### src/rtl/timer_unit.sv
// timer_unit
//   Memory-mapped 32-bit countdown timer for the processor data bus.
//   Three word registers: CTRL (EN, MODE, IM), PRESET (reload value) and
//   COUNT (read-only running count). A four-state FSM (IDLE, LOAD, CNT, INT)
//   loads PRESET, counts down to zero and raises an interrupt flag. Mode 1
//   reloads automatically; any other mode is one-shot and clears EN.
//
// Ports
//   clk     in   1   system clock, rising edge
//   reset   in   1   asynchronous, active-low reset
//   sel     in   1   chip select; writes ignored when low
//   addr    in   2   word offset: 0 CTRL, 1 PRESET, 2 COUNT, 3 reserved
//   we      in   1   write strobe (qualified by sel)
//   byteen  in   4   per-byte write enables
//   wdata   in   32  write data
//   rdata   out  32  combinational read of the register at addr
//   irq     out  1   interrupt request = CTRL.IM & irq_flag
module timer_unit #(
    parameter logic [31:0] PRESET_RST = 32'h0
) (
    input  logic        clk,
    input  logic        reset,
    input  logic        sel,
    input  logic [1:0]  addr,
    input  logic        we,
    input  logic [3:0]  byteen,
    input  logic [31:0] wdata,
    output logic [31:0] rdata,
    output logic        irq
);

    typedef enum logic [1:0] {
        S_IDLE = 2'd0,
        S_LOAD = 2'd1,
        S_CNT  = 2'd2,
        S_INT  = 2'd3
    } state_t;

    state_t      state;
    logic        ctrl_en;
    logic [1:0]  ctrl_mode;
    logic        ctrl_im;
    logic [31:0] preset;
    logic [31:0] count;
    logic        irq_flag;

    logic        wr_ctrl;
    logic        wr_ctrl_low;
    logic        wr_preset;
    logic        auto_reload;
    logic        flag_set;
    logic        flag_clr;
    logic        en_clr;

    // Per-byte merge of a bus write into an existing register value.
    function automatic logic [31:0] merge_bytes(
        input logic [31:0] old_val,
        input logic [31:0] new_val,
        input logic [3:0]  be
    );
        logic [31:0] merged;
        merged = old_val;
        for (int i = 0; i < 4; i++) begin
            if (be[i]) merged[8*i +: 8] = new_val[8*i +: 8];
        end
        return merged;
    endfunction

    // Any byte lane counts as a CTRL write (it clears the flag), but only
    // lane 0 carries implemented bits.
    assign wr_ctrl     = sel && we && (addr == 2'd0) && (byteen != 4'b0000);
    assign wr_ctrl_low = wr_ctrl && byteen[0];
    assign wr_preset   = sel && we && (addr == 2'd1);

    assign auto_reload = (ctrl_mode == 2'b01);

    // Terminal count: covers COUNT = 1 and COUNT = 0 (PRESET of 0 acts as 1).
    assign flag_set = (state == S_CNT) && ctrl_en && (count <= 32'd1);
    assign flag_clr = wr_ctrl || ((state == S_INT) && auto_reload);
    assign en_clr   = (state == S_INT) && !auto_reload;

    always_ff @(posedge clk or negedge reset) begin
        if (!reset) begin
            state     <= S_IDLE;
            ctrl_en   <= 1'b0;
            ctrl_mode <= 2'b00;
            ctrl_im   <= 1'b0;
            preset    <= PRESET_RST;
            count     <= 32'd0;
            irq_flag  <= 1'b0;
        end else begin
            case (state)
                S_IDLE: begin
                    if (ctrl_en) state <= S_LOAD;
                end
                S_LOAD: begin
                    count <= preset;
                    state <= S_CNT;
                end
                S_CNT: begin
                    if (!ctrl_en) begin
                        state <= S_IDLE;
                    end else if (count > 32'd1) begin
                        count <= count - 32'd1;
                    end else begin
                        count <= 32'd0;
                        state <= S_INT;
                    end
                end
                S_INT: begin
                    state <= S_IDLE;
                end
                default: state <= S_IDLE;
            endcase

            // CPU write takes priority over the FSM clearing EN.
            if (wr_ctrl_low) begin
                ctrl_en   <= wdata[0];
                ctrl_mode <= wdata[2:1];
                ctrl_im   <= wdata[3];
            end else if (en_clr) begin
                ctrl_en <= 1'b0;
            end

            // A terminal-count set beats any clear in the same cycle.
            if (flag_set) begin
                irq_flag <= 1'b1;
            end else if (flag_clr) begin
                irq_flag <= 1'b0;
            end

            if (wr_preset) begin
                preset <= merge_bytes(preset, wdata, byteen);
            end
        end
    end

    always_comb begin
        rdata = 32'd0;
        case (addr)
            2'd0:    rdata = {28'd0, ctrl_im, ctrl_mode, ctrl_en};
            2'd1:    rdata = preset;
            2'd2:    rdata = count;
            default: rdata = 32'd0;
        endcase
    end

    assign irq = ctrl_im & irq_flag;

endmodule

### config.mk
export PLATFORM = sky130hd
export DESIGN_NAME = timer_unit
export DESIGN_NICKNAME = d
export VERILOG_FILES = /design/src/rtl/timer_unit.sv
export SDC_FILE = /design/constraint.sdc
export NUM_CORES = 1
export LEC_CHECK = 0
export CELL_PAD_IN_SITES_DETAIL_PLACEMENT = 1
export CELL_PAD_IN_SITES_GLOBAL_PLACEMENT = 1
export CORE_ASPECT_RATIO = 0.8
export CORE_MARGIN = 3
export CORE_UTILIZATION = 37
export DETAILED_ROUTE_END_ITERATION = 12
export GPL_TIMING_DRIVEN = 0
export PLACE_DENSITY_LB_ADDON = 0.1
export SYNTH_ARGS = -nofsm -noshare
export SYNTH_HDL_FRONTEND = slang
export SYNTH_SLANG_ARGS = --single-unit
### constraint.sdc
create_clock -name clk -period 2.3 [get_ports clk]
set_input_delay 0.46 -clock clk [delete_from_list [all_inputs] [get_ports clk]]
set_output_delay 0.46 -clock clk [all_outputs]
set_load 0.02 [all_outputs]
Word level (Yosys, flattened, before mapping). Index checks and enable logic that the tools add are counted.

Bits of input ports: 42. Flip-flop bits (word level): 71. Output and inout bits: 33. Logic and storage cells: 58.

Equal/unequal tests: 9. Add/sub/neg operators: 1. Reduce and logical (&&, ||, !) cells: 23. Order comparisons: 2. Bitwise operators: 1. Mux-type cells: 12.

Operator list (number): $pmux W32 S3 (1); $mux W32 (2); $pmux W32 S2 (1); $gt A32 B1 Y1 const B (1); $le A32 B1 Y1 const B (1); $sub A32 B1 Y32 const B (1); $reduce_and A2 Y1 (6); $logic_and A1 B1 Y1 (9); $pmux W2 S4 (1); $eq A2 B1 Y1 const B (3); $eq A2 B2 Y1 const B (3); $mux W2 (3); $reduce_bool A2 Y1 (3); $logic_not A2 Y1 (2); $mux W1 (4); $ne A2 B2 Y1 const B (2); $reduce_bool A4 Y1 (1); $ne A3 B3 Y1 const B (1); $and A1 B1 Y1 (1); $logic_not A1 Y1 (1); $logic_or A1 B1 Y1 (1).

Logic depth before layout (Yosys ltp). Gate-level depths: netlist of the first run.

Depth after elaboration: 6. Depth in mapped cells: 8. Depth with buffers taken out: 7.

Worst setup path before layout of the first run. OpenSTA, ideal clock, no wires.

Path kind: input-to-output. From: input port addr[1]. To: output port rdata[10]. Path buffers: 3. Data arrival time: 1.746 ns. Data required time: 1.840 ns. Stages on the path: 5. Path slack: 0.094 ns. Path through: clkbuf_1 nor2b_1 clkbuf_1 clkbuf_1 a22o_1.

Cells in the longest elaborated chain, start to end: 2. Elaborated cells on any way between the ends: 4. Classes of those cells: eq/ne: 2; mux: 1; reduce/logical: 1.

Ends and longest elaborated chain: from (decl) (line 24) `input logic [1:0] addr,`; $eq A2 B2 Y1 (tied with other cells) (line 140) `case (addr)`; $pmux W32 S3 * (line 140); to (decl) (line 28) `output logic [31:0] rdata,`.

Mark *: on every way between the ends. The rest lies on a longest branch, timed or not.

Final worst setup path of the first run.
From: register count[7]. To: register count[21].

Cells in the longest elaborated chain, start to end: 4. Elaborated cells on any way between the ends: 5. Classes of those cells: add/sub: 1; order compare: 1; mux: 3.

Ends and longest elaborated chain: from (decl) (line 44) `logic [31:0] count;`; from (signal assigned) (line 97) `count <= preset;`; from (signal assigned) (line 104) `count <= count - 32'd1;`; $sub A32 B1 Y32 or $gt A32 B1 Y1 (tied branches) (line 104, 103); $mux W32 * (line 103) `end else if (count > 32'd1) begin`; $mux W32 * (line 101) `if (!ctrl_en) begin`; $pmux W32 S2 * (line 92) `case (state)`.

Mark *: on every way between the ends. The rest lies on a longest branch, timed or not. The select of a mux whose other input is x is not followed. A chain may end at the register's enable or synchronous reset.

==> results of run 1 <==
-- final timing paths --
| path | startpoint | end | depth (start not counted) | slack, ns |
|---|---|---|---|---|
| max in group asynchronous | reset | count[8]$_DFFE_PN0P_ | 2 | 1.61 |
| min in group clk | preset[30]$_DFFE_PN0P_ | count[30]$_DFFE_PN0P_ | 2 | 0.53 |
| min | reset | preset[22]$_DFFE_PN0P_ | 1 | 0.09 |
| min reg2reg | preset[30]$_DFFE_PN0P_ | count[30]$_DFFE_PN0P_ | 2 | 0.53 |
| max reg2reg | count[7]$_DFFE_PN0P_ | count[21]$_DFFE_PN0P_ | 7 | -0.007 |
| max | count[7]$_DFFE_PN0P_ | count[21]$_DFFE_PN0P_ | 7 | -0.007 |
-- synth_stat cells (all sizes together), types with 2 or more instances --
cell type	number	area share, %
a21oi	14	1.7
a221oi	2	0.43
a22o	30	6.5
a22oi	8	1.5
a31oi	4	0.99
a32oi	3	0.65
and3	7	1.1
buf	4	0.65
clkbuf	21	1.9
dfrtp	71	44
ha	2	0.62
inv	10	0.93
mux2	34	9.4
mux2i	5	1.2
nand2	32	3.0
nand2b	5	0.77
nand3	12	1.5
nand3b	2	0.37
nand4	5	0.77
nor2	18	1.7
nor2b	4	0.62
nor3	10	1.8
nor4	6	1.4
o211ai	12	2.2
o21ai	17	2.1
o221ai	4	0.86
o22ai	4	0.62
o2bb2ai	4	0.86
o311ai	13	3.0
or2	5	0.77
or3	7	1.1
or4	11	2.3
-- cells in the final DEF (no fill, tap or decap), types with 7 or more instances in the layout --
master	count
clkdlybuf4s50_1	39
a22o_1	30
or4_4	7
a22oi_1	7
o211ai_1	12
clkdlybuf4s15_1	13
o21ai_0	12
clkbuf_2	15
nand2_1	30
dfrtp_1	67
dlygate4sd2_1	7
mux2_2	34
nor2_1	14
nand3_1	10
o311ai_1	7
clkbuf_16	9
nor3_1	7
inv_1	7
and3_1	7
clkbuf_8	8
buf_4	27
a21oi_1	14
-- power groups by stage --
stage               registers [uW]  logic, uW  clock network [uW]
global placement              2190       2640                   0
global route                  2320       3410                1760
finish                        2240       3150                1680
detailed placement            2220       2690                   0
floorplan                     2030       1790                   0
CTS                           2220       2880                1700
-- metrics by stage --
| stage | hold WS, ns | util [%] | std cells | power, uW |
|---|---|---|---|---|
| 4_1_cts | 0.0945 | 52.9 | 640 | 6800 |
| 3_5_place_dp | 0.462 | 47.5 | 614 | 4900 |
| 6_report | 0.0889 | 54.5 | 653 | 7070 |
| 2_1_floorplan | 0.164 | - | 400 | 3820 |
| 5_1_grt | 0.115 | 54.5 | 653 | 7480 |
| 3_3_place_gp | 0.505 | 47.3 | 613 | 4830 |
-- repair_timing --
action,4_1_cts,5_1_grt
buffers inserted,12,14
pin swaps,9,10
resized for setup,95,62
cloned,1,0
setup endpoints to repair,97,59
-- registers in the layout, indices dropped and copies added (netlist names) --
register / cells
count: 32
preset: 32
ctrl_mode: 2
state: 2
ctrl_en: 1
ctrl_im: 1
irq_flag: 1
-- kinds of logic after synthesis --
group	after synthesis	share of synthesized area, %
fa+ha+maj	2	0.617
mux	39	10.7
simple gates	130	18.3
flops	71	43.8
buf+inv	35	3.52
compound gates	123	23.1
-- layout make-up --
type,instances,area share (%)
repair buffers,101,15.6
flip-flops and latches,71,31.1
multi-input cells,294,40.1
plain buffers,21,3.22
clock inverters,5,1.82
inverters,10,0.656
well taps,140,3.06
clock buffers,11,4.42
-- worst max-delay path: cells and delay by family (launching register included) --
kind                   cells  cell delay (ns)
and+or+nand+nor            2             0.84
DFF                        1             0.45
AOI/OAI and AO/OA          3             0.48
buffers and inverters      2             0.38
-- routing by layer --
metal | wire [um] | GRT usage [%] | vias up
li1 | - | - | 1778
met1 | 7220 | 36.9 | 2041
met2 | 7140 | 40.6 | 136
met3 | 900 | 5.46 | 28
met4 | 362 | 7.91 | 0
met5 | 0 | 0 | -
==> results by group, run 1 <==
Timing
  • Final Hold Vio Count: 0
  • Fmax: about 430 MHz
  • Setup TNS: -0.00703 ns
  • Final setup vio count: 1
  • Period utilization: 100%
  • RSZ-0062 raised after global routing: true
  • Setup ws final: -0.00703 ns
  • Slew margin rel.: approximately three fifths
  • Tmin final: approximately 2.3 ns
  • Setup Skew: 0.00593 ns
  • Final-report max-slew violation count: 0
  • Worst-Margin Slew: 0.620 ns

Worst setup path
  • Worst setup SP type: flop
  • WP data arrival: 2.50 ns
  • Most used cell, CP: buf_4
  • Slowest stage delay, CP: 0.58 ns
  • Worst path required time: 2.49 ns
  • Critical path class: reg2reg
  • Crit-path cells: or4_4 -> nor4_4 -> buf_4 -> a31oi_4 -> buf_4 -> o221ai_1 -> o311ai_0
  • Max FO, Critical Path: 7
  • CP endpoint kind: flop
  • Slowest CP cell: or4_4

Global routing
  • Vias in the first global route: 4149
  • Global-route wire length before repair: 24.2 mm
  • Largest net degree at the start of global routing: 38
  • GRT Total Usage: 26.2%
  • Total grt overflow: 0
  • Initial antenna violation count: 0

Clock network
  • Clk buf depth: 2
  • Root Buffer: clkbuf_16
  • Clock Latency Late Sink: 0.34 ns
  • Reg clk slew, reported paths: 0.06 ns
  • Total clock sinks: between 70 and 80
  • Hold buffer count at CTS: 0
  • Clock buffer count from CTS: 9
  • H-tree depth: 3
  • CTS tree: done

Die
  • Die Ht: 99.7 um
  • Io pins: 75
  • Initial Util: approximately two fifths
  • Row count: 33
  • CORE AREA: around 0.010 mm2
  • Chip width: 123 um
  • Die area: 0.0123 mm2

Placement
  • IO Port Bufs: 73
  • DP Wirelength: 10.8 mm
  • Setup WS pre-CTS: -1.49 ns
  • Post-place instance area: 0.00498 mm2
  • GP Congestion: 0.940

Pwr
  • P_int: 4140 uW
  • Psw: 2930 uW
  • Highest ir drop seen on vdd: between 0.4 and 0.5 mV
  • Sw frac: 41.5%
  • Gate power share: between 40 and 50%
  • Part of the power in the clock network: between 20% and 30%
  • Lkg Pwr: 0.00236 uW
  • Reg power frac: between 30% and 40%
  • P per Cell Area: 1240 mW/mm2

Synth
  • Post-synthesis sequential element count: 71
  • Synthesized Nets: 444
  • Post-synth top flop: dfrtp_1
  • Syn_area_per_cell: 10.1 um2
  • Instance count of the mapped netlist: 400
  • Syn. warnings: 0
  • Asr flop ratio synth: between 90% and 100%
  • Mapped cell area: 0.00406 mm2
  • Number of flops mapped to enable cells by yosys: 0
  • Synth cell types: 57
  • Sequential share of the synthesized area: 43.8%

Status
  • Failing checks: negative setup slack
  • Result of the run: finished, violations left

Route
  • Vias: 3983
  • DRC violations left: 0
  • WL/cell: 23.9 um
  • Final ANT Viol Nets: 0
  • Vias per cell: 6.10
  • Initial DRC Count: between 200 and 250
  • 1st-pass router iterations: 4
  • DRT Wirelength: 15.6 mm

Finish
  • Filler instances: 1161
  • Synth-to-layout area growth: 41.0%
  • Fraction of layout instances using a drive strength above 1: between 30% and 40%
  • Storage cell area: 0.00178 mm2
  • Multi-input logic area: between 0.002 and 0.0025 mm2
  • Final Instance Area: 0.00572 mm2
  • Nets: ~550
  • Diode count: 0

Flow run
  • MaxCap Viol Count: 0

Min path
  • Hold Crit Class: in2async
Power figures use the tool's default switching activity.
==> run 2: changes to the inputs <==
- CORE_MARGIN: 3 -> unset
==> run 2 against run 1 <==
The flow still finishes with violations (negative setup slack). Sequential share of layout area down 0.98 points. Wire length down 0.92%. Via count up 0.95%. Critical path depth unchanged. Clock skew up 0.0024 ns. Design area up 3.5%. Flip-flop and latch count unchanged. Combinational power up 7.0%. Maximum frequency down 0.79%. Count of clock-buffer cells in the layout unchanged. Critical endpoint unchanged.
==> results by group, run 2 (synthesis gave the netlist of run 1 again) <==
Die
  • Initial Util: 38.8% (+0.15 points)
  • Row count: 33 (unchanged)
  • Die Ht: 95.7 um (-4.0%)
  • CORE AREA: 0.0104 mm2 (-0.39%)
  • Chip width: 119 um (-3.3%)
  • Die area: 0.0114 mm2 (-7.1%)
  • Io pins: 75 (unchanged)

Timing
  • Setup ws final: -0.0253 ns (-0.0183 ns)
  • Final setup vio count: 3 (+2)
  • Final-report max-slew violation count: 0 (unchanged)
  • Period utilization: 101% (+0.79 points)
  • Tmin final: 2.33 ns (+0.0183 ns)
  • Setup Skew: 0.00834 ns (+0.00241 ns)
  • RSZ-0062 raised after global routing: true
  • Slew margin rel.: 60.7% (+2.0 points)
  • Final Hold Vio Count: 0 (unchanged)
  • Fmax: 430 MHz (-0.79%)
  • Worst-Margin Slew: 0.589 ns (-0.0307 ns)
  • Setup TNS: -0.0322 ns (-0.0251 ns)

Route
  • Vias: 4021 (+0.95%)
  • 1st-pass router iterations: 4 (unchanged)
  • WL/cell: 23.2 um (-3.1%)
  • Initial DRC Count: 220 (-7.9%)
  • DRT Wirelength: 15.5 mm (-0.92%)
  • DRC violations left: 0 (unchanged)
  • Final ANT Viol Nets: 0 (unchanged)
  • Vias per cell: 6.02 (-1.3%)

Clock network
  • Clock buffer count from CTS: 9 (unchanged)
  • Reg clk slew, reported paths: 0.06 ns (about the same)
  • H-tree depth: 3 (unchanged)
  • Clock Latency Late Sink: 0.34 ns (about the same)
  • Root Buffer: clkbuf_16
  • Clk buf depth: 2 (unchanged)
  • CTS tree: done
  • Total clock sinks: 71 (unchanged)

Worst setup path
  • CP endpoint kind: flop
  • Slowest stage delay, CP: 0.61 ns (+0.03 ns)
  • Crit-path cells: or4_4 -> nor3_4 -> buf_4 -> a31oi_4 -> buf_12 -> o221ai_2 -> o311ai_1
  • WP data arrival: 2.53 ns (+0.03 ns)
  • Worst path required time: 2.50 ns (about the same)
  • Critical path class: reg2reg
  • Max FO, Critical Path: 7 (unchanged)
  • Crit path max-delay family: simple AND/OR/NAND/NOR gates
  • Worst setup SP type: flop
  • Buf/Inv on CP: 2 (unchanged)
  • Slowest CP cell: or4_4

Finish
  • Synth-to-layout area growth: 45.9%
  • Diode count: 0 (unchanged)
  • Storage cell area: 0.00179 mm2 (+0.21%)
  • Nets: 567 (+2.7%)
  • Leading cell type in the layout, fill and taps excluded: dfrtp_1
  • Multi-input logic area: 0.00229 mm2 (unchanged)
  • Top Registers: count: 32 flops, preset: 32 flops
  • Most frequent cells in the layout: dfrtp_1, buf_4, clkdlybuf4s50_1
  • Fraction of layout instances using a drive strength above 1: 30.9% (+0.85 points)
  • Filler instances: 1146 (-1.3%)

Min path
  • Hold Crit Class: in2async

Status
  • Failing checks: negative setup slack
  • Result of the run: finished, violations left

Placement
  • IO Port Bufs: 73 (unchanged)
  • GP Congestion: 0.897 (-4.6%)
  • DP Wirelength: 10.4 mm (-3.5%)
  • Setup WS pre-CTS: -1.41 ns (+0.0768 ns)

Pwr
  • P per Cell Area: 1250 mW/mm2 (+0.79%)
  • Final Power: 7370 uW (+4.3%)
  • Lkg Pwr: 0.00249 uW (+5.2%)
  • Highest ir drop seen on vdd: 0.478 mV (-3.8%)

Global routing
  • Initial antenna violation count: 0 (unchanged)
  • GRT Total Usage: 28.3% (+2.1 points)
  • Global-route wire length before repair: 23.6 mm (-2.6%)
  • Vias in the first global route: 4021 (-3.1%)
  • Largest net degree at the start of global routing: 44 (+16%)
  • Total grt overflow: 0 (unchanged)

Flow run
  • MaxCap Viol Count: 0 (unchanged)
run 2: per-stage QoR:
| step | hold WS (ns) | cell area (um2) | utilization, % | std cells |
|---|---|---|---|---|
| 2_1_floorplan | 0.164 | 4060 | - | 400 |
| 3_5_place_dp | 0.421 | 4990 | 47.7 | 614 |
| 5_1_grt | 0.0743 | 5920 | 56.7 | 668 |
| 6_report | 0.0577 | 5920 | 56.7 | 668 |
| 3_3_place_gp | 0.504 | 4960 | 47.5 | 613 |
| 4_1_cts | 0.0652 | 5640 | 54.0 | 647 |
run 2: where the power goes:
part	leakage, uW	switching (uW)	internal, uW	total [uW]
Combinational	0.00143	1850	1520	3370
Sequential	0.000881	569	1680	2250
Clock	0.000180	555	1200	1760
Total	0.00249	2970	4400	7370
run 2: cell type report:
type	count	share of cell area, %
inverters	10	0.634
clock buffers	11	4.10
well taps	140	2.96
flip-flops and latches	71	30.2
clock inverters	5	2.18
plain buffers	21	2.94
multi-input cells	294	38.8
repair buffers	116	18.3
run 2: final timing paths:
path                            depth (start not counted)                endpoint                   start  slack (ns)
worst max register to register                          7   count[21]$_DFFE_PN0P_   count[15]$_DFFE_PN0P_       -0.03
min in group clk                                        2   count[30]$_DFFE_PN0P_  preset[30]$_DFFE_PN0P_        0.52
worst min register to register                          2   count[30]$_DFFE_PN0P_  preset[30]$_DFFE_PN0P_        0.52
worst min-delay path                                    1  preset[22]$_DFFE_PN0P_                   reset        0.06
max in group asynchronous                               2    count[3]$_DFFE_PN0P_                   reset        1.65
worst max-delay path                                    7   count[21]$_DFFE_PN0P_   count[15]$_DFFE_PN0P_       -0.03
run 2: repair_timing:
action                                  CTS  global route
buffers inserted                         19            21
cloned                                    1             1
endpoints found under the setup margin   97            51
hold buffers                              0             0
pin swaps                                 8            28
gates resized for setup                  87            49
run 2: metal layers:
layer / track usage (%) / wire (um) / share of wire [%] / vias to the layer above
met5: 0 / 0 / 0 / -
li1: - / - / - / 1808
met3: 4.67 / 734 / 4.7 / 21
met4: 9.07 / 222 / 1.4 / 0
met2: 45.3 / 7170 / 46 / 131
met1: 39.0 / 7350 / 47 / 2061
==> run 3: changes to the inputs <==
- SKIP_LAST_GASP: unset -> 1
==> run 3 against run 2 <==
The run still ends with negative setup slack left. Critical path type unchanged. Design area fell by 0.21%. Worst hold slack got worse by 0.0050 ns. Clock power barely moved. Count of clock-buffer cells in the layout did not move. Global-route usage fell by 0.10 points. Combinational power fell by 1%. Largest cell class unchanged. Sequential power barely moved.
==> results by group, run 3 (synthesis gave the netlist of run 1 again) <==
Pwr
  • Psw: 2960 uW (-0.23%)
  • Part of the power in the clock network: 23.9% (about the same)
  • Highest ir drop seen on vdd: 0.460 mV (-3.6%)
  • P_int: 4390 uW (-0.35%)
  • Lkg Pwr: 0.00247 uW (-0.68%)
  • Reg power frac: 30.7% (+0.2 points)
  • Gate power share: 45.3% (-0.4 points)
  • P per Cell Area: 1240 mW/mm2 (about the same)
  • Sw frac: 40.3% (about the same)

Route
  • 1st-pass router iterations: 4 (unchanged)
  • Vias per cell: 5.97 (-0.82%)
  • WL/cell: 23.1 um (-0.15%)
  • Initial DRC Count: 206 (-6.4%)
  • DRC violations left: 0 (unchanged)
  • Final ANT Viol Nets: 0 (unchanged)
  • DRT Wirelength: 15.4 mm (-0.75%)
  • Vias: 3964 (-1.4%)

Worst setup path
  • Crit-path cells: or4_4 -> nor3_4 -> buf_4 -> a31oi_4 -> buf_12 -> o221ai_4 -> o311ai_1
  • Worst path depth: 7 (unchanged)
  • Max FO, Critical Path: 7 (unchanged)
  • Slowest stage delay, CP: 0.60 ns (about the same)
  • Worst Setup EP: count[21]$_DFFE_PN0P_
  • Worst path required time: 2.50 ns (about the same)
  • Buf/Inv on CP: 2 (unchanged)
  • Critical path class: reg2reg
  • Worst setup SP type: flop
  • Critical path origin: count[13]$_DFFE_PN0P_
  • CP endpoint kind: flop
  • WP data arrival: 2.51 ns (-0.02 ns)
  • Reg-to-reg endpoint: count[21]$_DFFE_PN0P_
  • R2R Setup Slk: -0.01 ns (about the same)
  • Crit path max-delay family: simple AND/OR/NAND/NOR gates
  • R2R cell count: 7 (unchanged)
  • R2R Path Start: count[13]$_DFFE_PN0P_
  • Slowest CP cell: or4_4

Clock network
  • Reg clk slew, reported paths: 0.06 ns (about the same)
  • Hold buffer count at CTS: 0 (unchanged)
  • H-tree depth: 3 (unchanged)
  • Clock buffer count from CTS: 9 (unchanged)
  • Clock Latency Late Sink: 0.34 ns (about the same)
  • Root Buffer: clkbuf_16
  • CTS tree: done
  • Total clock sinks: 71 (unchanged)
  • Clk buf depth: 2 (unchanged)

Die
  • Io pins: 75 (unchanged)
  • Row count: 33 (unchanged)
  • Die area: 0.0114 mm2 (unchanged)
  • Die Ht: 95.7 um (unchanged)
  • Initial Util: 38.8% (unchanged)
  • CORE AREA: 0.0104 mm2 (unchanged)
  • Chip width: 119 um (unchanged)

Timing
  • Setup Skew: 0.00728 ns (-0.00106 ns)
  • Setup TNS: -0.0252 ns (+0.00696 ns)
  • Slew margin rel.: 60.5% (-0.16 points)
  • Period utilization: 100% (-0.63 points)
  • Worst hold margin: 0.0528 ns (-0.00499 ns)
  • Worst-Margin Slew: 0.592 ns (+0.00241 ns)
  • Final Hold Vio Count: 0 (unchanged)
  • Tmin final: 2.31 ns (-0.0146 ns)
  • Fmax: 433 MHz (+0.63%)
  • RSZ-0062 raised after global routing: true
  • Final-report max-slew violation count: 0 (unchanged)
  • Final setup vio count: 3 (unchanged)
  • Setup ws final: -0.0107 ns (+0.0146 ns)

Global routing
  • Global-route wire length before repair: 23.5 mm (-0.23%)
  • Initial antenna violation count: 0 (unchanged)
  • Largest net degree at the start of global routing: 44 (unchanged)
  • Vias in the first global route: 4009 (-0.30%)
  • Total grt overflow: 0 (unchanged)
  • GRT Total Usage: 28.2% (-0.10 points)

Min path
  • Hold Crit Class: in2async

Finish
  • Top Registers: count: 32 flops, preset: 32 flops
  • Final cell count without fillers: 664 (-0.60%)
  • Leading cell type in the layout, fill and taps excluded: dfrtp_1
  • Diode count: 0 (unchanged)
  • Fraction of layout instances using a drive strength above 1: 30.7% (-0.15 points)
  • Nets: 563 (-0.71%)
  • Final Instance Area: 0.00591 mm2 (-0.21%)
  • Most frequent cells in the layout: dfrtp_1, clkdlybuf4s50_1, buf_4
  • Synth-to-layout area growth: 45.6%

Status
  • Failing checks: negative setup slack
  • Result of the run: finished, violations left

Placement
  • Setup WS pre-CTS: -1.41 ns (unchanged)
  • Placed Cells: 614 (unchanged)
  • DP Wirelength: 10.4 mm (unchanged)
  • Post-place instance area: 0.00499 mm2 (unchanged)
  • GP Congestion: 0.897 (unchanged)
  • IO Port Bufs: 73 (unchanged)

Flow run
  • MaxCap Viol Count: 0 (unchanged)
run 3: through the flow:
| step | total power [uW] | util (%) |
|---|---|---|
| after floorplan | 3820 | - |
| after global placement | 4790 | 47.5 |
| after detailed placement | 4870 | 47.7 |
| after CTS | 6930 | 53.9 |
| after global routing | 7750 | 56.5 |
| final | 7350 | 56.5 |
run 3: worst min-delay path by stage:
stage                            from                      to  slack (ns)  cells past startpoint
6_report                        reset  preset[22]$_DFFE_PN0P_        0.05                      1
5_1_grt                         reset  preset[22]$_DFFE_PN0P_        0.07                      1
4_1_cts                         reset  preset[22]$_DFFE_PN0P_        0.07                      1
3_5_place_dp                    reset  preset[22]$_DFFE_PN0P_        0.42                      1
3_3_place_gp   preset[20]$_DFFE_PN0P_   count[20]$_DFFE_PN0P_        0.50                      2
2_1_floorplan                   reset    count[0]$_DFFE_PN0P_        0.16                      0
run 3: what timing repair did:
item | 4_1_cts | 5_1_grt
endpoints found under the hold margin | 0 | 0
cloned | 1 | 1
setup buffers | 19 | 17
gates resized for setup | 85 | 57
setup endpoints to repair | 97 | 51
pin swaps | 8 | 25
run 3: final cells by class:
| class | instances | area [um2] |
|---|---|---|
| well taps | 140 | 175 |
| repair buffers | 112 | 1040 |
| clock buffers | 11 | 243 |
| inverters | 10 | 37.5 |
| fillers | 1139 | 4540 |
| multi-input cells | 294 | 2310 |
| clock inverters | 5 | 129 |
| plain buffers | 21 | 180 |
| flip-flops and latches | 71 | 1790 |
run 3: per-layer routing:
| metal | wire, um | vias to the layer above | part of all wire (%) | global-route usage, % |
|---|---|---|---|---|
| met2 | 7230 | 124 | 47 | 45.0 |
| met4 | 221 | 0 | 1.4 | 9.07 |
| met1 | 6980 | 2019 | 45 | 39.0 |
| li1 | - | 1804 | - | - |
| met3 | 937 | 17 | 6.1 | 4.67 |
| met5 | 0 | - | 0 | 0 |
run 3: power groups by stage:
stage | logic, uW | clock network [uW] | registers (uW)
after floorplan | 1790 | 0 | 2030
after global placement | 2590 | 0 | 2200
after detailed placement | 2650 | 0 | 2220
after CTS | 2930 | 1780 | 2220
after global routing | 3580 | 1840 | 2330
final | 3330 | 1760 | 2260
